`config.mk`:
```
export PLATFORM = sky130hd
export DESIGN_NAME = host_mem_loader
export DESIGN_NICKNAME = d
export VERILOG_FILES = /design/src/rtl/host_pkg.sv /design/src/rtl/host_run_timer.sv /design/src/rtl/host_mem_loader.sv
export SDC_FILE = /design/constraint.sdc
export NUM_CORES = 1
export LEC_CHECK = 0
export CORE_UTILIZATION = 48
export CTS_CLUSTER_DIAMETER = 50
export DETAILED_ROUTE_END_ITERATION = 8
export DONT_BUFFER_PORTS = 1
export RECOVER_POWER = 25
export SETUP_SLACK_MARGIN = 0.5
export SKIP_CTS_REPAIR_TIMING = 1
export SLEW_MARGIN = 0
export SYNTH_ARGS = -nofsm -noshare
export SYNTH_HDL_FRONTEND = slang
export SYNTH_SLANG_ARGS = --single-unit
```
`constraint.sdc`:
```
create_clock -name clk -period 3.8 [get_ports clk]
set_clock_uncertainty 0.05 [all_clocks]
set_input_delay 0.38 -clock clk [delete_from_list [all_inputs] [get_ports clk]]
set_output_delay 0.38 -clock clk [all_outputs]
set_load 0.005 [all_outputs]
```
`src/rtl/host_pkg.sv`:
```
// rtl/host_pkg.sv - shared op encodings, FSM states and address widths for the host loader
package host_pkg;

    localparam int IMEM_AW = 9;
    localparam int DMEM_AW = 8;
    localparam int DATA_W  = 32;

    typedef enum logic [1:0] {
        OP_WR_IMEM = 2'd0,
        OP_WR_DMEM = 2'd1,
        OP_RD_DMEM = 2'd2,
        OP_RUN     = 2'd3
    } host_op_t;

    typedef enum logic [2:0] {
        ST_IDLE  = 3'd0,
        ST_WRITE = 3'd1,
        ST_READ  = 3'd2,
        ST_RUN   = 3'd3,
        ST_RESP  = 3'd4
    } host_state_t;

endpackage

```
`src/rtl/host_run_timer.sv`:
```
// rtl/host_run_timer.sv - loadable saturating down-counter that flags its final cycle
module host_run_timer #(
    parameter int CNT_W = 32
) (
    input  logic             clk,
    input  logic             rst,
    input  logic             load,
    input  logic [CNT_W-1:0] load_val,
    output logic             done
);

    logic [CNT_W-1:0] cnt_q;

    always_ff @(posedge clk) begin
        if (rst) begin
            cnt_q <= '0;
        end else if (load) begin
            cnt_q <= load_val;
        end else if (cnt_q != '0) begin
            cnt_q <= cnt_q - CNT_W'(1);
        end
    end

    // High during the last counted cycle so the owner can leave its state on time.
    assign done = (cnt_q == CNT_W'(1));

endmodule

```
`src/rtl/host_mem_loader.sv`:
```
// rtl/host_mem_loader.sv - host command initiator driving pipeline memories and the core reset
module host_mem_loader
    import host_pkg::*;
#(
    parameter int RD_LAT = 1,
    parameter int CNT_W  = 32
) (
    input  logic                 clk,
    input  logic                 rst,
    input  logic                 cmd_valid,
    output logic                 cmd_ready,
    input  logic [1:0]           cmd_op,
    input  logic [IMEM_AW-1:0]   cmd_addr,
    input  logic [DATA_W-1:0]    cmd_data,
    output logic                 rsp_valid,
    input  logic                 rsp_ready,
    output logic [DATA_W-1:0]    rsp_data,
    output logic                 rsp_err,
    output logic                 cpu_rst,
    output logic                 write_to_imem,
    output logic [IMEM_AW-1:0]   addr_imem_host,
    output logic [DATA_W-1:0]    data_imem_host,
    output logic                 write_to_dmem,
    output logic [DMEM_AW-1:0]   addr_dmem_host,
    output logic [DATA_W-1:0]    data_dmem_host,
    output logic                 read_req_dmem,
    input  logic [DATA_W-1:0]    data_out_dmem
);

    // Bits of cmd_data that must be zero for a RUN count to fit the counter.
    localparam logic [DATA_W-1:0] RUN_HI_MASK = ~DATA_W'((33'd1 << CNT_W) - 33'd1);

    host_state_t          state_q, state_d;
    logic                 cmd_ready_d, cpu_rst_d;
    logic                 wr_imem_d, wr_dmem_d, rd_req_d;
    logic [IMEM_AW-1:0]   addr_imem_d;
    logic [DATA_W-1:0]    data_imem_d, data_dmem_d;
    logic [DMEM_AW-1:0]   addr_dmem_d;
    logic                 rsp_valid_d, rsp_err_d;
    logic [DATA_W-1:0]    rsp_data_d;
    logic [CNT_W-1:0]     run_len_q, run_len_d;
    logic                 tmr_load, tmr_done;
    logic [CNT_W-1:0]     tmr_val;
    logic                 accept, addr_bad, run_bad, run_zero;

    assign accept   = cmd_valid && cmd_ready;
    assign addr_bad = cmd_addr[IMEM_AW-1];
    assign run_bad  = |(cmd_data & RUN_HI_MASK);
    assign run_zero = (cmd_data[CNT_W-1:0] == '0);

    host_run_timer #(.CNT_W(CNT_W)) u_timer (
        .clk      (clk),
        .rst      (rst),
        .load     (tmr_load),
        .load_val (tmr_val),
        .done     (tmr_done)
    );

    always_comb begin
        state_d     = state_q;
        cpu_rst_d   = 1'b1;
        wr_imem_d   = 1'b0;
        wr_dmem_d   = 1'b0;
        rd_req_d    = 1'b0;
        addr_imem_d = addr_imem_host;
        data_imem_d = data_imem_host;
        addr_dmem_d = addr_dmem_host;
        data_dmem_d = data_dmem_host;
        rsp_valid_d = 1'b0;
        rsp_data_d  = rsp_data;
        rsp_err_d   = rsp_err;
        run_len_d   = run_len_q;
        tmr_load    = 1'b0;
        tmr_val     = cmd_data[CNT_W-1:0];

        case (state_q)
            ST_IDLE: begin
                if (accept) begin
                    rsp_data_d = '0;
                    rsp_err_d  = 1'b0;
                    case (host_op_t'(cmd_op))
                        OP_WR_IMEM: begin
                            state_d     = ST_WRITE;
                            wr_imem_d   = 1'b1;
                            addr_imem_d = cmd_addr;
                            data_imem_d = cmd_data;
                        end
                        OP_WR_DMEM: begin
                            if (addr_bad) begin
                                state_d     = ST_RESP;
                                rsp_valid_d = 1'b1;
                                rsp_err_d   = 1'b1;
                            end else begin
                                state_d     = ST_WRITE;
                                wr_dmem_d   = 1'b1;
                                addr_dmem_d = cmd_addr[DMEM_AW-1:0];
                                data_dmem_d = cmd_data;
                            end
                        end
                        OP_RD_DMEM: begin
                            if (addr_bad) begin
                                state_d     = ST_RESP;
                                rsp_valid_d = 1'b1;
                                rsp_err_d   = 1'b1;
                            end else begin
                                state_d     = ST_READ;
                                rd_req_d    = 1'b1;
                                addr_dmem_d = cmd_addr[DMEM_AW-1:0];
                                tmr_load    = 1'b1;
                                tmr_val     = CNT_W'(RD_LAT);
                            end
                        end
                        OP_RUN: begin
                            if (run_bad) begin
                                state_d     = ST_RESP;
                                rsp_valid_d = 1'b1;
                                rsp_err_d   = 1'b1;
                            end else if (run_zero) begin
                                state_d     = ST_RESP;
                                rsp_valid_d = 1'b1;
                            end else begin
                                state_d   = ST_RUN;
                                cpu_rst_d = 1'b0;
                                tmr_load  = 1'b1;
                                run_len_d = cmd_data[CNT_W-1:0];
                            end
                        end
                        default: ;
                    endcase
                end
            end
            ST_WRITE: begin
                state_d     = ST_RESP;
                rsp_valid_d = 1'b1;
                rsp_data_d  = '0;
            end
            ST_READ: begin
                rd_req_d = 1'b1;
                if (tmr_done) begin
                    rd_req_d    = 1'b0;
                    rsp_data_d  = data_out_dmem;
                    state_d     = ST_RESP;
                    rsp_valid_d = 1'b1;
                end
            end
            ST_RUN: begin
                cpu_rst_d = 1'b0;
                if (tmr_done) begin
                    cpu_rst_d   = 1'b1;
                    rsp_data_d  = DATA_W'(run_len_q);
                    state_d     = ST_RESP;
                    rsp_valid_d = 1'b1;
                end
            end
            ST_RESP: begin
                if (rsp_ready) begin
                    state_d    = ST_IDLE;
                    rsp_data_d = '0;
                    rsp_err_d  = 1'b0;
                end else begin
                    rsp_valid_d = 1'b1;
                end
            end
            default: state_d = ST_IDLE;
        endcase

        cmd_ready_d = (state_d == ST_IDLE);
    end

    always_ff @(posedge clk) begin
        if (rst) begin
            state_q        <= ST_IDLE;
            cmd_ready      <= 1'b0;
            cpu_rst        <= 1'b1;
            write_to_imem  <= 1'b0;
            write_to_dmem  <= 1'b0;
            read_req_dmem  <= 1'b0;
            addr_imem_host <= '0;
            data_imem_host <= '0;
            addr_dmem_host <= '0;
            data_dmem_host <= '0;
            rsp_valid      <= 1'b0;
            rsp_data       <= '0;
            rsp_err        <= 1'b0;
            run_len_q      <= '0;
        end else begin
            state_q        <= state_d;
            cmd_ready      <= cmd_ready_d;
            cpu_rst        <= cpu_rst_d;
            write_to_imem  <= wr_imem_d;
            write_to_dmem  <= wr_dmem_d;
            read_req_dmem  <= rd_req_d;
            addr_imem_host <= addr_imem_d;
            data_imem_host <= data_imem_d;
            addr_dmem_host <= addr_dmem_d;
            data_dmem_host <= data_dmem_d;
            rsp_valid      <= rsp_valid_d;
            rsp_data       <= rsp_data_d;
            rsp_err        <= rsp_err_d;
            run_len_q      <= run_len_d;
        end
    end

endmodule
```
# Word-level counts from Yosys, hierarchy flattened

Cells that the tools add are included.

Word-level logic and storage cells: 95
Bits of input ports: 79
Flip-flop bits (word level): 187

Bitwise logic cells: 5
Add/subtract/negate cells: 1
Eq/ne operators: 12
Reduce and logical (&&, ||, !) cells: 19
Mux-type cells: 43

Operators with widths:

| kind                                                | number |
|---|---|
| two-way mux 32 bit                                  | 10 |
| case mux 32 bit (5 select lines)                    | 1 |
| == test 32 x 1 -> 1 bit (second input constant)     | 1 |
| zero test 32 bit                                    | 1 |
| nonzero test 32 bit                                 | 1 |
| subtractor 32 x 1 -> 32 bit (second input constant) | 1 |
| case mux 3 bit (4 select lines)                     | 2 |
| two-way mux 1 bit                                   | 18 |
| two-way mux 3 bit                                   | 6 |
| AND reduction 4 bit                                 | 3 |
| case mux 1 bit (2 select lines)                     | 5 |
| != test 2 bit (second input constant)               | 4 |
| == test 3 x 2 -> 1 bit (second input constant)      | 2 |
| zero test 3 bit                                     | 2 |
| AND reduction 3 bit                                 | 2 |
| inverter 1 bit                                      | 5 |
| AND reduction 5 bit                                 | 1 |
| nonzero test 5 bit                                  | 1 |
| == test 2 bit (second input constant)               | 2 |
| case mux 1 bit (4 select lines)                     | 1 |
| nonzero test 2 bit                                  | 2 |
| OR reduction 2 bit                                  | 2 |
| OR reduction 4 bit                                  | 1 |
| == test 3 x 1 -> 1 bit (second input constant)      | 1 |
| other kinds (5)                                     | 5 |

# Longest topological paths before layout

Gate-level depths: netlist of the first run.

Depth in word-level cells: 6
Mapped depth: 9
Mapped depth without buffers: 8

# Cells and area by module

Synthesis of the first run repeated with hierarchy kept, for this count alone.

Cells, all modules: 1008
Area, all modules: 8759.7 sq um

By module, submodules not included:

| module          | times used | cells each | area each (sq um) | sequential area each (sq um) |
|---|---|---|---|---|
| host_mem_loader | 1          | 774        | 6874.1            | 3103.0 |
| host_run_timer  | 1          | 234        | 1885.6            | 640.6 |

# Worst setup path after synthesis of the first run

OpenSTA, ideal clock, no wires.

Path type: register -> register
Start: reg u_timer.cnt_q[18]
End: reg u_timer.cnt_q[31]
Stages on the path, launching flop included: 8
Path buffers: 1
Library setup time: 79 ps
Required time: 3671 ps
Data arrival time: 2131 ps
Slack: 1539 ps
Cell sequence: dfxtp_1 or4_4 or3b_1 buf_6 nor4_4 nor3b_2 xnor2_1 a211oi_2

Word-level cells in the longest chain between the ends: 3
Elaborated cells on any way between the ends: 5

Ends and longest elaborated chain:

| item                        | RTL line             | text |
|---|---|---|
| from (decl)                 | host_run_timer.sv:12 | `logic [CNT_W-1:0] cnt_q;` |
| from (signal assigned)      | host_run_timer.sv:18 | `cnt_q <= load_val;` |
| from (signal assigned)      | host_run_timer.sv:20 | `cnt_q <= cnt_q - CNT_W'(1);` |
| subtractor 32 x 1 -> 32 bit | host_run_timer.sv:20 |  |
| two-way mux 32 bit          | host_run_timer.sv:19 | `end else if (cnt_q != '0) begin` |
| two-way mux 32 bit          | host_run_timer.sv:17 | `end else if (load) begin` |

Parallel ways exist; a longest one is shown, timed or not. The select of a mux whose other input is x is not followed.
A chain may end at the register's enable or synchronous reset.

# Worst setup path after layout of the first run

Start: reg u_timer.cnt_q[8]
End: reg u_timer.cnt_q[18]

The elaborated chain is that of the path after synthesis.

==> summary.txt, run 1 <==
failing checks: negative hold slack
P&R area growth vs syn: 9.95%
CP Capture Type: flip-flop
number of global-route vias before repair: 6334
ANT cells: 0
largest net degree at the start of global routing: 182
Critical Path RT: 4.12 ns
Iteration-0 DRC Markers: 471
Worst Hold Class: primary input to flip-flop
I/O Pins: 199
syn nets: 1042
reg2reg end: u_timer.cnt_q[18]$_SDFFE_PP0P_
Crit Path Max Fanout: 9
Pins Over Slew Limit: 0
RD Place Congestion: 0.922
final setup margin: 0.999 ns
crit start category: flip-flop
share of layout cells above drive strength 1: 10.4%
# fillers: 1529
Netlist cell types: 59
commonest non-fill, non-tap cell in the layout: nand2_1
clock transition at the registers of the reported paths: 0.07 ns
Power Total: 5660 µW
leading cell types in the layout, fill and taps excluded: nand2_1, dfxtp_1, a21oi_1
total negative slack: 0 ns
critical path class: flip-flop to flip-flop
Post-Syn Area per Cell: 8.20 µm²
Vias: 6836
register bit total from synthesis: 187
Static Leak: 0.00291 µW
Starting Density: 49.2%
Area contributors post-synth: dfxtp_1, nand2_1, a21oi_1
CTS Root Buffer Type: clkbuf_16
Relative slew margins: 45.5%
antenna viol nets, final: 0
Critical R2R Launch: u_timer.cnt_q[8]$_SDFFE_PP0P_
fmax: 0.357 GHz
pwr dens: 656 nW/µm²
post-synth top area cell: dfxtp_1
synthesized area: 7840 µm²
Final Hold Fails: 2
clk sinks: 187
drt via density: 5.95
Die Wd: 130 µm
DRT Wirelength: 24100 µm
area of the die: 16900 µm²
TritonCTS Buffers: 17
part of the cycle the worst path needs: 73.7%
VDD IR max: 0.327 mV
nets@finish: 1006
Worst Setup EP: u_timer.cnt_q[18]$_SDFFE_PP0P_
num rows: 46
IO buf count: 0
Post-synth EDFFs: 0
critical path startpoint: u_timer.cnt_q[8]$_SDFFE_PP0P_
Ys Warns: 0
WL per Instance: 21.0 µm
post-layout min period: 2.80 ns
Max-cap violations: 0
cell count of the worst reg-to-reg path: 5
Async S/R FF share, synth: 0%
drc violations: 0
hold slack: -0.00867 ns
Congestion Overflow GR: 0
# setup viols final: 0
worst-skew pair later-pin latency: 0.43 ns
measured slew at the worst slew-check pin: 0.817 ns
htree depth: 4
CTS tree: yes
WP data arrival: 3.12 ns
dpl ws: 0.982 ns
fin util: 54.1%
Yosys top cell area share: 47.7%
unrepaired setup endpoints after global routing: no
hold_sp: rst
dpl hpwl: 16600 µm
Pre-antenna DRT Iters: 5
Reg2Reg Setup Slack: 1.0 ns
sequential share of the synthesized area: 47.7%
CTS Buffer Depth: 2
Gate Count Post-Synth: 956
predominant post-synthesis flop cell: dfxtp_1
Die Y: 130 µm
first-pass GRT wire length: 35800 µm
gr usage total: 28.2%
status: finished with violations
area of the core: 15900 µm²
initial antenna violation count: 0
-- stage by stage --
stage	cells	area [µm²]
finish	1149	8620
global route	1149	8620
CTS	1147	8590
detailed placement	1115	7960
global placement	1115	7960
floorplan	956	7840
-- flip-flops by register name (all words and copies together), names as in the netlist, 3 cells and up --
name,flops
addr_dmem_host,8
addr_imem_host,9
data_dmem_host,32
data_imem_host,32
rsp_data,32
run_len_q,32
state_q,3
u_timer.cnt_q,32
-- final cells by class --
class	count	area (µm²)	share of cell area, %
well taps	216	270	3.13
clock inverters	14	198	2.29
multi-input cells	693	3810	44.1
inverters	5	18.8	0.218
repair buffers	16	148	1.71
flip-flops and latches	187	3740	43.4
clock buffers	18	439	5.09
-- cell usage after synthesis (2+ instances only) --
cell and instances:
a211oi_1 14, a21o_1 4, a21oi_1 167, a22o_1 7, a22oi_1 7, a31oi_1 2
and2_1 3, and3_1 2, buf_2 6, buf_4 3, clkbuf_1 59, dfxtp_1 187
ha_1 7, inv_1 5, mux2_2 32, nand2_1 235, nand2b_1 2, nand3_1 43
nand4_1 2, nor2_1 23, nor2b_1 3, nor3_1 14, nor3b_1 2, nor4_1 25
o21ai_0 36, o41ai_1 2, or2_2 2, or4_1 6, xnor2_1 18, xor2_1 9
-- how the worst min path moves through the flow --
stage / end / slack [ns] / depth (start not counted)
2_1_floorplan: rsp_data[0]$_SDFFE_PP0P_ / 0.40 / 2
3_3_place_gp: rsp_data[10]$_SDFFE_PP0P_ / 0.40 / 2
3_5_place_dp: data_imem_host[0]$_SDFFE_PP0P_ / 0.41 / 2
4_1_cts: data_imem_host[0]$_SDFFE_PP0P_ / -0.04 / 1
5_1_grt: run_len_q[9]$_SDFFE_PP0P_ / -0.03 / 1
6_report: data_imem_host[8]$_SDFFE_PP0P_ / -0.009 / 1
-- cell families (layout without fill, tap and decap cells) --
family                     Yosys count  count (layout)  share of synthesized area (%)
muxes                               33              33                           4.72
xor gates and xnor gates            27              27                           3.01
and+or+nand+nor                    374             374                           21.4
buffers and inverters               76              53                           4.04
DFF                                187             187                           47.7
adders and majority gates            7               7                           1.12
AOI/OAI and AO/OA                  252             252                           18.0
-- worst max-delay path: stages, from the launching register on --
cell	delay (ns)
dfxtp_1	0.36
nor4_1	0.67
nand4_1	0.57
or4_1	0.56
a211oi_1	0.39
a21o_1	0.13
-- where the power goes --
part	switching (µW)	internal [µW]	leakage (µW)
sequential	194	2140	0.00151
clock	818	1080	0.000310
combinational	831	593	0.00108
-- per-layer routing --
| layer | vias up | part of all wire, % | wire length, µm | GRT usage [%] |
|---|---|---|---|---|
| met5 | - | 0 | 0 | 0 |
| met4 | 0 | 2.4 | 579 | 10.5 |
| met3 | 37 | 9.2 | 2230 | 7.95 |
| met2 | 303 | 47 | 11300 | 46.4 |
| met1 | 3264 | 42 | 10000 | 35.0 |
| li1 | 3232 | - | - | - |
Note: power is estimated with default switching activity, not from simulation.
==> run 2: changes to the inputs <==
--- a/config.mk
+++ b/config.mk
@@ -9,6 +9,7 @@
 export CTS_CLUSTER_DIAMETER = 50
 export DETAILED_ROUTE_END_ITERATION = 8
 export DONT_BUFFER_PORTS = 1
+export PLACE_DENSITY = 0.65
 export RECOVER_POWER = 25
 export SETUP_SLACK_MARGIN = 0.5
 export SKIP_CTS_REPAIR_TIMING = 1
==> constraint.sdc (replaced) <==
create_clock -name clk -period 2.38 [get_ports clk]
set_clock_uncertainty 0.05 [all_clocks]
set_input_delay 0.238 -clock clk [delete_from_list [all_inputs] [get_ports clk]]
set_output_delay 0.238 -clock clk [all_outputs]
set_load 0.005 [all_outputs]
==> run 2 against run 1 <==
  * The flow still finishes with violations (negative hold slack)
  * Non-clock buffer count rose by 67
  * Clock-buffer cell count increased by 3
  * Fmax increased by 25%
  * Die area did not move
  * Power increased by 80%
  * Register-to-register slack got worse by 0.85 ns
  * Worst hold slack got worse by 0.17 ns
  * Final cell count grew 6.3%
  * Combinational power rose by 150%
  * First-iteration DRC count grew 7.6%
==> summary.txt, run 2 (synthesis gave the netlist of run 1 again) <==
status: finished with violations
failing checks: negative hold slack
CTS tree: yes
htree depth: 4 (unchanged)
CTS Buffer Depth: 2 (unchanged)
WL per Instance: 21.1 µm (+0.54%)
ANT cells: 0 (unchanged)
Pins Over Slew Limit: 0 (unchanged)
area of the core: 15900 µm² (unchanged)
P&R area growth vs syn: 32.4%
unrepaired setup endpoints after global routing: yes
Power Total: 10200 µW (+80%)
hold slack: -0.181 ns (-0.173 ns)
drt via density: 5.92 (-0.56%)
IO buf count: 0 (unchanged)
Static Leak: 0.00361 µW (+24%)
measured slew at the worst slew-check pin: 0.623 ns (-0.193 ns)
final setup margin: 0.144 ns (-0.855 ns)
placed cell area: 8510 µm² (+6.9%)
Design Area, Final: 10400 µm² (+20%)
worst-skew pair later-pin latency: 0.44 ns (about the same)
dpl ws: -0.125 ns (-1.11 ns)
commonest non-fill, non-tap cell in the layout: nand2_1
nets@finish: 1078 (+7.2%)
leading cell types in the layout, fill and taps excluded: nand2_1, dfxtp_1, a21oi_1
CP max stage cell: or4_4
VDD IR max: 0.637 mV (+95%)
crit start category: flip-flop
post-route insts no fill: 1221 (+6.3%)
post-layout min period: 2.24 ns (-0.565 ns)
part of the cycle the worst path needs: 94.0% (+20 points)
CP Capture Type: flip-flop
WP data arrival: 2.55 ns (-0.57 ns)
Max stage delay on crit path: 0.56 ns (-0.11 ns)
Iteration-0 DRC Markers: 507 (+7.6%)
first-pass GRT wire length: 34100 µm (-4.6%)
Pre-antenna DRT Iters: 5 (unchanged)
largest net degree at the start of global routing: 182 (unchanged)
gr usage total: 26.7% (-1.5 points)
Die Y: 130 µm (unchanged)
initial antenna violation count: 0 (unchanged)
I/O Pins: 199 (unchanged)
number of global-route vias before repair: 6174 (-2.5%)
Final Hold Fails: 144 (+142)
pwr dens: 983 nW/µm² (+50%)
TritonCTS Buffers: 17 (unchanged)
dpl hpwl: 15100 µm (-9.2%)
worst path bufs/invs: 1 (+1)
clock transition at the registers of the reported paths: 0.07 ns (about the same)
# setup viols final: 0 (unchanged)
area of the die: 16900 µm² (unchanged)
share of layout cells above drive strength 1: 32.8% (+22 points)
critical path class: flip-flop to flip-flop
Crit Path Max Fanout: 6 (-3)
Worst Hold Class: primary input to flip-flop
critical path, cell by cell: or4_4 -> and4bb_2 -> and2_4 -> a31o_4 -> clkbuf_16 -> nand3_2 -> a21oi_2
fmax: 0.447 GHz (+25%)
Vias: 7224 (+5.7%)
CTS Root Buffer Type: clkbuf_16
Die Wd: 130 µm (unchanged)
antenna viol nets, final: 0 (unchanged)
DRT Wirelength: 25800 µm (+6.8%)
clk sinks: 187 (unchanged)
Critical Path RT: 2.69 ns (-1.43 ns)
num rows: 46 (unchanged)
fin util: 65.1% (+11 points)
cell count after placement: 1133 (+1.6%)
Congestion Overflow GR: 0 (unchanged)
Starting Density: 49.2% (unchanged)
Max-cap violations: 0 (unchanged)
Relative slew margins: 58.4% (+13 points)
RD Place Congestion: 0.848 (-8.0%)
Worst path top cell family by delay: simple AND/OR/NAND/NOR gates
drc violations: 0 (unchanged)
==> run 2: cell types whose count changed in the layout (fill, tap and decap cells not counted), moves of 9 or more <==
cell	before	now
nand3_1	43	12
a21oi_2	0	58
nand2_1	235	204
dfxtp_2	0	11
nand2_4	0	26
nand3_2	0	29
a21oi_1	167	109
dfxtp_1	187	173
buf_12	2	11
nor4_1	25	16
buf_4	13	49
==> run 2: power by group <==
group | internal, µW | total [µW] | switching, µW
Clock | 1630 | 2910 | 1280
Sequential | 3440 | 3800 | 351
Combinational | 1740 | 3500 | 1760
==> run 2: path summary, 6_finish.rpt <==
kind / start / endpoint / slack [ns] / depth (start not counted)
worst max-delay path: u_timer.cnt_q[20]$_SDFFE_PP0P_ / rsp_data[17]$_SDFFE_PP0P_ / 0.14 / 7
worst min-delay path: rst / data_dmem_host[4]$_SDFFE_PP0P_ / -0.18 / 1
worst max register to register: u_timer.cnt_q[20]$_SDFFE_PP0P_ / rsp_data[17]$_SDFFE_PP0P_ / 0.14 / 7
worst min register to register: data_imem_host[9]$_SDFFE_PP0P_ / data_imem_host[9]$_SDFFE_PP0P_ / 0.41 / 2
==> run 2: final cells by class <==
type	instances	area [µm²]
clock inverter	11	134
multi-input combinational	698	4780
inverter	5	18.8
tap	216	270
timing repair buffer	83	950
clock buffer	21	460
fill	1327	5560
sequential	187	3770
==> run 2: metal layers <==
layer | share of wire [%] | global-route usage [%]
met3 | 9.1 | 10.0
met2 | 47 | 41.6
met1 | 42 | 34.6
met5 | 0 | 0
met4 | 1.6 | 7.32
==> run 2: metrics by stage <==
stage	setup TNS, ns	hold slack [ns]
after detailed placement	-0.153	0.271
final	0	-0.181
after floorplan	0	0.298
after global placement	-0.0189	0.269
after CTS	0	-0.185
after global routing	0	-0.204
